--- src/rtl/ring_counter_pkg.sv ---
// ring_counter_pkg -- shared constants and helpers for the ring counter slice.
//   DEFAULT_WIDTH / DEFAULT_INIT : default ring size and one-hot load pattern
//   ring_dir_e                   : rotation direction encoding
//   onehot64()                   : one-hot test, usable in logic and assertions
package ring_counter_pkg;

    localparam int         DEFAULT_WIDTH = 4;
    localparam logic [3:0] DEFAULT_INIT  = 4'b0001;
    localparam int         MAX_WIDTH     = 64;

    typedef enum logic {
        DIR_TOWARD_LSB = 1'b0,
        DIR_TOWARD_MSB = 1'b1
    } ring_dir_e;

    // True when exactly one bit is set; narrower vectors are zero-extended
    function automatic logic onehot64(input logic [63:0] vec);
        return (vec != 64'd0) && ((vec & (vec - 64'd1)) == 64'd0);
    endfunction

endpackage

--- src/rtl/ring_counter_onehot_check.sv ---
// ring_onehot_check -- combinational one-hot detector for the ring state.
//   vec       : vector under test (WIDTH bits)
//   is_onehot : 1 when exactly one bit of vec is set
module ring_onehot_check #(
    parameter int WIDTH = 4
) (
    input  logic [WIDTH-1:0] vec,
    output logic             is_onehot
);
    // Clearing the lowest set bit leaves zero only for a single-bit vector
    assign is_onehot = (vec != {WIDTH{1'b0}}) &&
                       ((vec & (vec - {{(WIDTH-1){1'b0}}, 1'b1})) == {WIDTH{1'b0}});
endmodule

--- src/rtl/ring_counter.sv ---
// ring_counter -- one-hot ring counter with self-correction.
//   clk   : sole clock, rising edge
//   rst   : synchronous active-high reset, loads INIT
//   count : registered ring state, one bit high in every legal state
// Any non-one-hot state (power-up garbage, upset) is replaced by INIT on the
// next non-reset edge instead of being rotated.

// ring_counter_chk -- simulation-only properties for the ring counter.
module ring_counter_chk
    import ring_counter_pkg::*;
#(
    parameter int WIDTH = 4
) (
    input logic             clk,
    input logic             rst,
    input logic [WIDTH-1:0] count,
    input logic [WIDTH-1:0] next
);
    logic seen_reset_r;

    // Remember that the counter has been through at least one reset edge
    always_ff @(posedge clk) begin
        if (rst) begin
            seen_reset_r <= 1'b1;
        end else begin
            seen_reset_r <= seen_reset_r;
        end
    end

    // Every value the counter loads after reset must be one-hot
    a_next_onehot: assert property (@(posedge clk)
        (seen_reset_r === 1'b1) |-> onehot64(64'(next)));

    // The value loaded by a reset edge must be one-hot
    a_reset_onehot: assert property (@(posedge clk)
        rst |=> onehot64(64'(count)));
endmodule

module ring_counter
    import ring_counter_pkg::*;
#(
    parameter int               WIDTH    = DEFAULT_WIDTH,
    parameter logic [WIDTH-1:0] INIT     = WIDTH'(1),
    parameter bit               DIR_LEFT = 1'b1
) (
    input  logic             clk,
    input  logic             rst,
    output logic [WIDTH-1:0] count
);
    logic [WIDTH-1:0] count_r;
    logic [WIDTH-1:0] rot_s;
    logic [WIDTH-1:0] next_s;
    logic             is_onehot_s;

    if ((WIDTH < 2) || (WIDTH > MAX_WIDTH)) begin : g_bad_width
        $error("ring_counter: WIDTH must be in 2..64");
    end
    if (!onehot64(64'(INIT))) begin : g_bad_init
        $error("ring_counter: INIT must have exactly one bit set");
    end

    ring_onehot_check #(
        .WIDTH (WIDTH)
    ) u_onehot (
        .vec       (count_r),
        .is_onehot (is_onehot_s)
    );

    // Next state: rotate a legal state, otherwise fall back to INIT
    always_comb begin
        rot_s  = count_r;
        next_s = INIT;
        if (DIR_LEFT == bit'(DIR_TOWARD_MSB)) begin
            rot_s = {count_r[WIDTH-2:0], count_r[WIDTH-1]};
        end else begin
            rot_s = {count_r[0], count_r[WIDTH-1:1]};
        end
        if (is_onehot_s) begin
            next_s = rot_s;
        end else begin
            next_s = INIT;
        end
    end

    // State register; reset wins over rotation and correction
    always_ff @(posedge clk) begin
        if (rst) begin
            count_r <= INIT;
        end else begin
            count_r <= next_s;
        end
    end

    assign count = count_r;

`ifndef SYNTHESIS
    ring_counter_chk #(
        .WIDTH (WIDTH)
    ) u_chk (
        .clk   (clk),
        .rst   (rst),
        .count (count_r),
        .next  (next_s)
    );
`endif

endmodule

--- config.mk ---
export PLATFORM = sky130hd
export DESIGN_NAME = ring_counter
export DESIGN_NICKNAME = d
export VERILOG_FILES = /design/src/rtl/ring_counter_pkg.sv /design/src/rtl/ring_counter_onehot_check.sv /design/src/rtl/ring_counter.sv
export SDC_FILE = /design/constraint.sdc
export NUM_CORES = 1
export LEC_CHECK = 0
export CAP_MARGIN = 10
export CORE_AREA = 2 2 39 41
export DETAILED_ROUTE_END_ITERATION = 7
export DIE_AREA = 0 0 41 43
export HOLD_SLACK_MARGIN = 0.08
export PLACE_DENSITY = 0.41
export SETUP_SLACK_MARGIN = 0.5
export SKIP_CTS_REPAIR_TIMING = 1
export SLEW_MARGIN = 20
export SYNTH_ARGS = -nofsm -noshare
export SYNTH_HDL_FRONTEND = slang
export SYNTH_HIERARCHICAL = 1
export SYNTH_SLANG_ARGS = --single-unit
--- constraint.sdc ---
create_clock -name clk -period 1.92 [get_ports clk]
set_clock_uncertainty 0.05 [all_clocks]
set_input_delay 0.192 -clock clk [delete_from_list [all_inputs] [get_ports clk]]
set_output_delay 0.192 -clock clk [all_outputs]
set_load 0.005 [all_outputs]
==> results.md, run 1 <==
- WL/cell: 9.62 um
- Power, Total: about 0.50 mW
- Period minus WS final: 1530 ps
- TritonCTS Sinks: 4
- #FFs+latches synth: 4
- RSZ-0062 raised after global routing: yes
- First-pass GRT wire length: 558 um
- P_int: 0.354 mW
- Commonest cells post-synth: 4 x dfxtp_1, 3 x and3b_2, 2 x or4b_1
- Layout Cells excl Fill: 37
- Syn_nets: 14
- FF-to-FF Start: count[2]
- Antenna diodes: 0
- Synth Flop Type: dfxtp_1
- Clock share of power: 20.8%
- TritonCTS Buffers: 3
- Max-slew headroom: around four fifths
- Met3 wire length: ~50 um
- HP Class: reg2reg
- Fmax: 0.653 GHz
- Crit-path max FO: 5
- Top Metal Used: met3
- Antenna-violating nets left: 0
- Wl on met1: 181 um
- Status: finished, final reports clean
- Cell Rows: 14
- Met2 wire len: 124 um
- Initial Utilization: 11.3%
- Clock root cell: clkbuf_4
- Storage cell area: 87.6 um2
- CTS tree: yes
- Synthesized area: around 160 um2
- Synth cell types: 6
- PortBufs: 5
- Flop pwr share: 33.7%
- Top-count cell post-synth: dfxtp_1
- # setup viols final: 0
- Via/cell ratio: 3.68
- Req. time, crit path: 1980 ps
- DRT Pass-1 Iters: 1
- Starting DRT DRC Count: 0
- Sw Ratio: 29.2%
- R2R Path End: count[0]
- CP endpoint kind: flip-flop
- Initial antenna violation count: 0
- H-tree levels: 1
- Design Area, Final: 292 um2
- Hold path start: count[3]
- Fin. Hold Viols: 0
- Die W: 41 um
- Final net count: 25
- Core area: 1380 um2
- Clk slew on worst S/H paths: 40 ps
- Placer's final routability congestion estimate: 0.531
- Hold path endpoint: count[0]
- Cells after Synth: 12
- Ys async rst share: 0%
- Largest net degree at the start of global routing: 6
- Layout cells sized above 1: between 60 and 70%
- DRC: 0
- Switching power: about 0.15 mW
- Kind of critical path: reg2reg
- Vias: roughly 140
- DP Cell Count: 33
- Dpl cell area: 226 um2
- Worst-Margin Slew: 276 ps
- Worst-skew pair later-pin latency: 230 ps
- Largest cells by area after synthesis: dfxtp_1 51%, and3b_2 19%, or4b_1 13%
- Syn-to-layout area delta: 86.4%
- Crit path launch type: flip-flop
- WP data arrival: approximately 1600 ps
- Fin. max-slew vios: 0
- Combinational cell fraction of total power: 45.4%
- Tot GR Track Use: 5.52%
- WL final: 356 um
- Vias in the first global route: 132
- Max IR drop VDD: 381 uV
- Max Cap Violations: 0
- Post-synthesis sequential area ratio: 51.2%
- Setup TNS: 0 ps
- GRT Residual Overflow: 0
- Worst Hold Slack: 459 ps
- Die area: 1760 um2
- YS warnings: 6
- R2r setup slk: ~390 ps
- Worst Reg2Reg Path Length in Cells: 3
- CTS Buffer Depth: 2
- Final Cycle Share: 79.8%
- Pleak: around 0.13 nW
- Power Density: 1710 nW/um2
- Fillers: 146
- Hold depth: 1
- Number of flip-flops in the largest register: 4
- Footprint of the multi-input gates: 101 um2
- Number of synthesized flops with an enable pin: 0
- Die H: roughly 43 um
- Syn Area/Cell: around 13 um2
- Ports: 6
- Top cell type's share of synthesized area: 51.2%
- Synth area leader: dfxtp_1
[worst max-delay path by stage]
stage	from	end	slack [ps]	depth (start not counted)
4_1_cts	count[1]	count[0]	360	3
2_1_floorplan	count[1]	count[0]	440	3
3_5_place_dp	count[2]	count[0]	380	3
3_3_place_gp	count[2]	count[0]	410	3
5_1_grt	count[2]	count[0]	350	3
6_report	count[2]	count[0]	390	3
[worst max-delay path, cell delays in order (launching register included)]
cell and delay, ps:
dfxtp_2 330, or4b_4 550, o311ai_4 100, or3b_1 370
[power by group through the flow]
stage / Sequential (mW) / Clock (mW) / Combinational [mW]
after floorplan: 0.142 / 0 / 0.0692
after global placement: 0.141 / 0 / 0.136
after detailed placement: 0.145 / 0 / 0.138
after CTS: 0.144 / 0.112 / 0.139
after global routing: 0.174 / 0.121 / 0.245
final: 0.169 / 0.104 / 0.227
[metal layers]
layer / GRT usage (%) / up-vias
met1: 7.40 / 61
met3: 6.28 / 0
met4: 4.00 / 0
li1: - / 67
met5: 0 / -
met2: 4.38 / 8
[cell type report]
cell class / instances / area share, %
clock buffers: 3 / 7.73
multi-input cells: 8 / 34.8
flip-flops and latches: 4 / 30.0
well taps: 16 / 6.87
repair buffers: 6 / 20.6
[cell families (layout without fill, tap and decap cells)]
kind of cell,count (synthesis),count (layout),synth area share (%)
AOI/OAI and AO/OA,1,1,5.60
DFF,4,4,51.2
buffers and inverters,0,9,0
xor gates and xnor gates,1,1,5.60
and+or+nand+nor,6,6,37.6
[through the flow]
| step | utilization [%] | setup WS, ps |
|---|---|---|
| after floorplan | - | 439 |
| after global placement | 16.4 | 405 |
| after detailed placement | 16.4 | 384 |
| after CTS | 18.0 | 364 |
| after global routing | 21.1 | 354 |
| final | 21.1 | 388 |
[cell usage in the layout, fill, tap and decap left out]
cell type	synthesis	final
o311ai_4	0	1
dlymetal6s2s_1	0	1
clkdlybuf4s50_1	0	4
or3b_1	1	1
or4b_4	0	2
and3b_2	3	3
buf_4	0	1
clkbuf_4	0	3
dfxtp_2	0	3
xnor2_1	1	1
dfxtp_4	0	1
No activity file was read; power rests on OpenSTA's default activity.
==> run 2: changes to the inputs <==
==> constraint.sdc (replaced) <==
create_clock -name clk -period 1.46 [get_ports clk]
set_clock_uncertainty 0.05 [all_clocks]
set_input_delay 0.146 -clock clk [delete_from_list [all_inputs] [get_ports clk]]
set_output_delay 0.146 -clock clk [all_outputs]
set_load 0.005 [all_outputs]
==> run 2 against run 1 <==
Against the previous run: the run now ends with setup timing left; via count increased by 19%; global-route usage increased by 1.1 points; clock power increased by 29%; non-clock buffer count rose by 7; hold slack improved by 50 ps; fmax is 3.3% higher; combinational power rose by 91%; routed wire length grew 7.3%; flip-flop and latch count is the same; first-iteration DRC count unchanged; register-to-register slack worse by 410 ps; final cell count grew 19%; critical path type unchanged; highest routed layer is now met4.
==> results.md, run 2 (synthesized netlist as in run 1, its figures left out) <==
- Initial Utilization: 11.3%
- Clock root cell: clkbuf_4
- WL/cell: ~8.7 um
- CP peak stage delay: 540 ps
- Initial antenna violation count: 0
- Met1 usage: 7.42%
- RSZ-0062 raised after global routing: yes
- Core area: 1380 um2
- Period minus WS final: 1480 ps
- TritonCTS Buffers: 3
- First-pass GRT wire length: 696 um
- HP Class: in2reg
- Die H: ~43 um
- Crit-path max FO: 3
- Final net count: 32
- CP max-delay cell: or4b_4
- CP endpoint kind: flip-flop
- Clk slew on worst S/H paths: 40 ps
- Req. time, crit path: 1520 ps
- Setup WS post-layout: -23.7 ps
- Post-DP HPWL: 304 um
- Kind of critical path: reg2reg
- Cell Rows: 14
- Layout cells sized above 1: 89.3%
- CP delay by family, top: simple AND/OR/NAND/NOR gates
- Worst path cell trace: or4b_4 > o311ai_4 > or3b_1
- Placer's final routability congestion estimate: 0.573
- Buffers & Inverters on Critical Path: 0
- Largest net degree at the start of global routing: 6
- GRT busiest layer: met4
- Fillers: roughly 150
- Antenna diodes: 0
- CTS Buffer Depth: 2
- Pleak: 0.157 nW
- Die area: approximately 1800 um2
- Starting DRT DRC Count: 0
- Status: finished with violations
- Antenna-violating nets left: 0
- Post-layout util: 25.0%
- Power Density: ~2300 nW/um2
- Worst-Margin Slew: 266 ps
- Met3 usage: roughly 3.1%
- Fin. max-slew vios: 0
- TritonCTS Sinks: 4
- Tot GR Track Use: 6.63%
- Vias in the first global route: roughly 170
- Fmax: 0.674 GHz
- WL final: roughly 380 um
- Via/cell ratio: 3.68
- Grt met2 use: under 10%
- CTS tree: yes
- Max-slew headroom: 82.1%
- Number of flip-flops in the largest register: 4
- Die W: 41 um
- PortBufs: 5
- Syn-to-layout area delta: 121%
- Worst-skew pair later-pin latency: 230 ps
- Max Cap Violations: 0
- H-tree levels: 1
- Final Cycle Share: 102%
- Ports: 6
- Crit path launch type: flip-flop
- DRT Pass-1 Iters: 1
- # setup viols final: 1
- DRC: 0
- Most frequent cells in the layout: 5 x buf_6, 5 x buf_4, 3 x and3b_2, 3 x clkbuf_4, 3 x dfxtp_2
- Vias: 162
- Failing checks: setup timing
- Fin. Hold Viols: 0
- Power, Total: 0.782 mW
- Max IR drop VDD: roughly 660 uV
- WP data arrival: 1550 ps
- GRT Residual Overflow: 0
==> run 2: cell types whose count changed in the layout (fill, tap and decap cells not counted), sizes merged <==
cell           delta
clkbuf            +2
buf               +9
dlymetal6s2s      -1
clkdlybuf4s50     -3
==> run 2: stage by stage <==
stage	instance area (um2)	hold slack (ps)	setup slack [ps]	cells	setup TNS, ps
final	345	509	-23.7	44	-23.7
after global routing	345	546	-65.4	44	-65.4
after CTS	309	509	-57.2	44	-57.2
after detailed placement	287	534	-43.7	41	-43.7
after global placement	287	520	-29.0	41	-29.0
after floorplan	156	200	-20.6	12	-20.6
==> run 2: per-layer routing <==
metal	wire, um	part of all wire [%]	vias to the layer above
li1	-	-	81
met1	166	43	73
met2	174	46	6
met3	34	8.9	2
met4	6	1.6	0
met5	0	0	-
==> run 2: final cells by class <==
class / count / area, um2 / area share, %
clock buffers: 3 / 22.5 / 6.52
multi-input cells: 8 / 101 / 29.3
flip-flops and latches: 4 / 87.6 / 25.4
well taps: 16 / 20.0 / 5.80
repair buffers: 13 / 114 / 33.0
==> run 2: path summary, 6_finish.rpt <==
kind | startpoint | end | slack (ps) | depth (start not counted)
min reg2reg | count[3] | count[0] | 520 | 2
max reg2reg | count[3] | count[0] | -20 | 3
max | count[3] | count[0] | -20 | 3
min | rst | count[0] | 510 | 2
==> run 2: worst reg2reg max path, cell delays in order, from the launching register on <==
cell and delay (ps):
dfxtp_2 320, or4b_4 540, o311ai_4 100, or3b_1 360
==> run 2: report_power, final <==
group	switching [mW]	leakage [nW]	internal, mW
registers	0.0515	0.0343	0.163
logic	0.118	0.109	0.315
clock network	0.0427	0.0138	0.0918
==> run 3: changes to the inputs <==
--- a/config.mk
+++ b/config.mk
@@ -10,11 +10,10 @@
 export DETAILED_ROUTE_END_ITERATION = 7
 export DIE_AREA = 0 0 41 43
 export HOLD_SLACK_MARGIN = 0.08
-export PLACE_DENSITY = 0.41
+export PLACE_DENSITY = 0.4
 export SETUP_SLACK_MARGIN = 0.5
 export SKIP_CTS_REPAIR_TIMING = 1
-export SLEW_MARGIN = 20
+export SLEW_MARGIN = 10
 export SYNTH_ARGS = -nofsm -noshare
 export SYNTH_HDL_FRONTEND = slang
-export SYNTH_HIERARCHICAL = 1
 export SYNTH_SLANG_ARGS = --single-unit
==> run 3 against run 2 <==
Against the previous run: the flow now finishes without violations; first-iteration DRC count unchanged; global-route usage decreased by 1.3 points; synthesized cell count unchanged; count of clock-buffer cells in the layout unchanged; critical path type unchanged; critical endpoint is now count[1]; largest power group is now sequential cells.
==> results.md, run 3 <==
- Status: finished, final reports clean
- Initial Utilization: 10.6%
- Max IR drop VDD: roughly 360 uV
- Vias in the first global route: 121
- Syn Area/Cell: between 10 and 15 um2
- WP data arrival: 1050 ps
- Core area: 1380 um2
- CTS tree: yes
- P_int: roughly 0.25 mW
- Cell Rows: 14
- Switching power: 0.0796 mW
- Fin. Hold Viols: 0
- Cells after Synth: 12
- Max-slew headroom: 85.1%
- Req. time, crit path: 1550 ps
- Power, Total: 0.334 mW
- Synth Flop Type: dfxtp_1
- Worst-Margin Slew: 220 ps
- Max Cap Violations: 0
- Post-synthesis sequential area ratio: a little over half
- Antenna-violating nets left: 0
- Via/cell ratio: 3.64
- Synthesized area: around 150 um2
- Die area: roughly 1800 um2
- Tot GR Track Use: between 5 and 6%
- Final net count: 24
- Clock share of power: 40.8%
- Synth cell types: 8
- DRC: 0
- Clk slew on worst S/H paths: 40 ps
- Combinational cell fraction of total power: 15.0%
- YS warnings: 0
- WL final: 339 um
- Worst path cell trace: or2_4 > nor4b_4
- GRT Residual Overflow: 0
- CTS Buffer Depth: 2
- HP Class: in2reg
- Most frequent cells in the layout: 5 x dlymetal6s2s_1, 3 x clkbuf_4, 3 x dfxtp_4
- Commonest cells post-synth: 4 x dfxtp_1, 2 x nor4b_1
- Fmax: 1.04 GHz
- Crit-path max FO: 3
- TritonCTS Sinks: 4
- Post-DP HPWL: about 210 um
- Sw Ratio: 23.9%
- Flop pwr share: 44.2%
- Syn_nets: 14
- Commonest non-fill, non-tap cell in the layout: dlymetal6s2s_1
- # setup viols final: 0
- Worst-skew pair later-pin latency: 230 ps
- Pleak: between 0.15 and 0.2 nW
- Setup TNS: 0 ps
- WL/cell: 9.42 um
- CP endpoint kind: flip-flop
- Period minus WS final: about 960 ps
- PortBufs: 5
- H-tree levels: 1
- Largest net degree at the start of global routing: 7
- DRT Pass-1 Iters: 1
- Final Cycle Share: around two thirds
- CP max-delay cell: dfxtp_2
- Synth area leader: dfxtp_1
- Power Density: about 1200 nW/um2
- Antenna diodes: 0
- Clock root cell: clkbuf_4
- Ports: 6
- Placer's final routability congestion estimate: approximately 0.51
- #FFs+latches synth: 4
- Fin. max-slew vios: 0
- Kind of critical path: reg2reg
- Syn-to-layout area delta: 90.6%
- Starting DRT DRC Count: 0
- Die W: roughly 40 um
- CP peak stage delay: between 300 and 400 ps
- Crit path launch type: flip-flop
- Layout cells sized above 1: 50.0%
- Number of flip-flops in the largest register: 4
- Top-count cell post-synth: dfxtp_1
- Largest cells by area after synthesis: dfxtp_1 55%, nor4b_1 12%, nor4b_2 10%
- Number of synthesized flops with an enable pin: 0
- Vias: 131
- Ys async rst share: 0%
- Initial antenna violation count: 0
- First-pass GRT wire length: slightly above 500 um
- RSZ-0062 raised after global routing: yes
- TritonCTS Buffers: 3
- Top cell type's share of synthesized area: ~55%
- Die H: 43 um
[run 3: cell count changes in the layout (fill, tap and decap cells not counted), moves of 2 or more]
cell / before / now
buf_4: 5 / 0
buf_6: 5 / 0
or4b_4: 2 / 0
dfxtp_4: 1 / 3
and3b_2: 3 / 0
dfxtp_2: 3 / 1
dlymetal6s2s_1: 0 / 5
clkbuf_2: 2 / 0
[run 3: stage by stage]
step           cell area [um2]  hold slack [ps]  instances  setup WS [ps]  utilization [%]
2_1_floorplan              146              209         12            545                -
3_3_place_gp               216              438         33            258             15.6
3_5_place_dp               216              441         33            230             15.6
4_1_cts                    239              450         36           47.2             17.3
5_1_grt                    279              135         36            434             20.2
6_report                   279              120         36            499             20.2
[run 3: worst max-delay path, delay by kind of cell, from the launching register on]
kind,cells,cell delay (ps)
flops,1,310
simple gates,2,500
[run 3: path summary, 6_finish.rpt]
kind | from | end | slack, ps | depth (start not counted)
worst max register to register | count[3] | count[1] | 500 | 2
worst min-delay path | rst | count[0] | 120 | 3
worst min register to register | count[1] | count[1] | 410 | 1
worst max-delay path | count[3] | count[1] | 500 | 2
[run 3: cell families (layout without fill, tap and decap cells)]
family                    after synthesis  count (layout)  share of synthesized area, %
AOI/OAI and AO/OA                       2               2                          8.55
buffers and inverters                   0               8                             0
and+or+nand+nor                         5               5                          30.8
xor gates and xnor gates                1               1                          5.98
DFF                                     4               4                          54.7
[run 3: area by class of cell]
type                            instances  area [um2]
Fill cell                             148        1100
Sequential cell                         4        92.6
Multi-Input combinational cell          8        81.3
Timing Repair Buffer                    5        62.6
Clock buffer                            3        22.5
Tap cell                               16        20.0
[run 3: power groups by stage]
stage | logic [mW] | clock network (mW) | registers [mW]
final | 0.0502 | 0.136 | 0.147
after floorplan | 0.0186 | 0 | 0.140
after detailed placement | 0.0469 | 0 | 0.142
after global routing | 0.0555 | 0.160 | 0.151
after global placement | 0.0468 | 0 | 0.142
after CTS | 0.0470 | 0.143 | 0.141
[run 3: routing by layer]
metal  GRT usage (%)  share of wire (%)  up-vias
li1                -                  -       61
met1            5.47                 35       59
met2            4.69                 41        9
met3            9.42                 22        2
met4            2.00                1.8        0
met5               0                  0        -
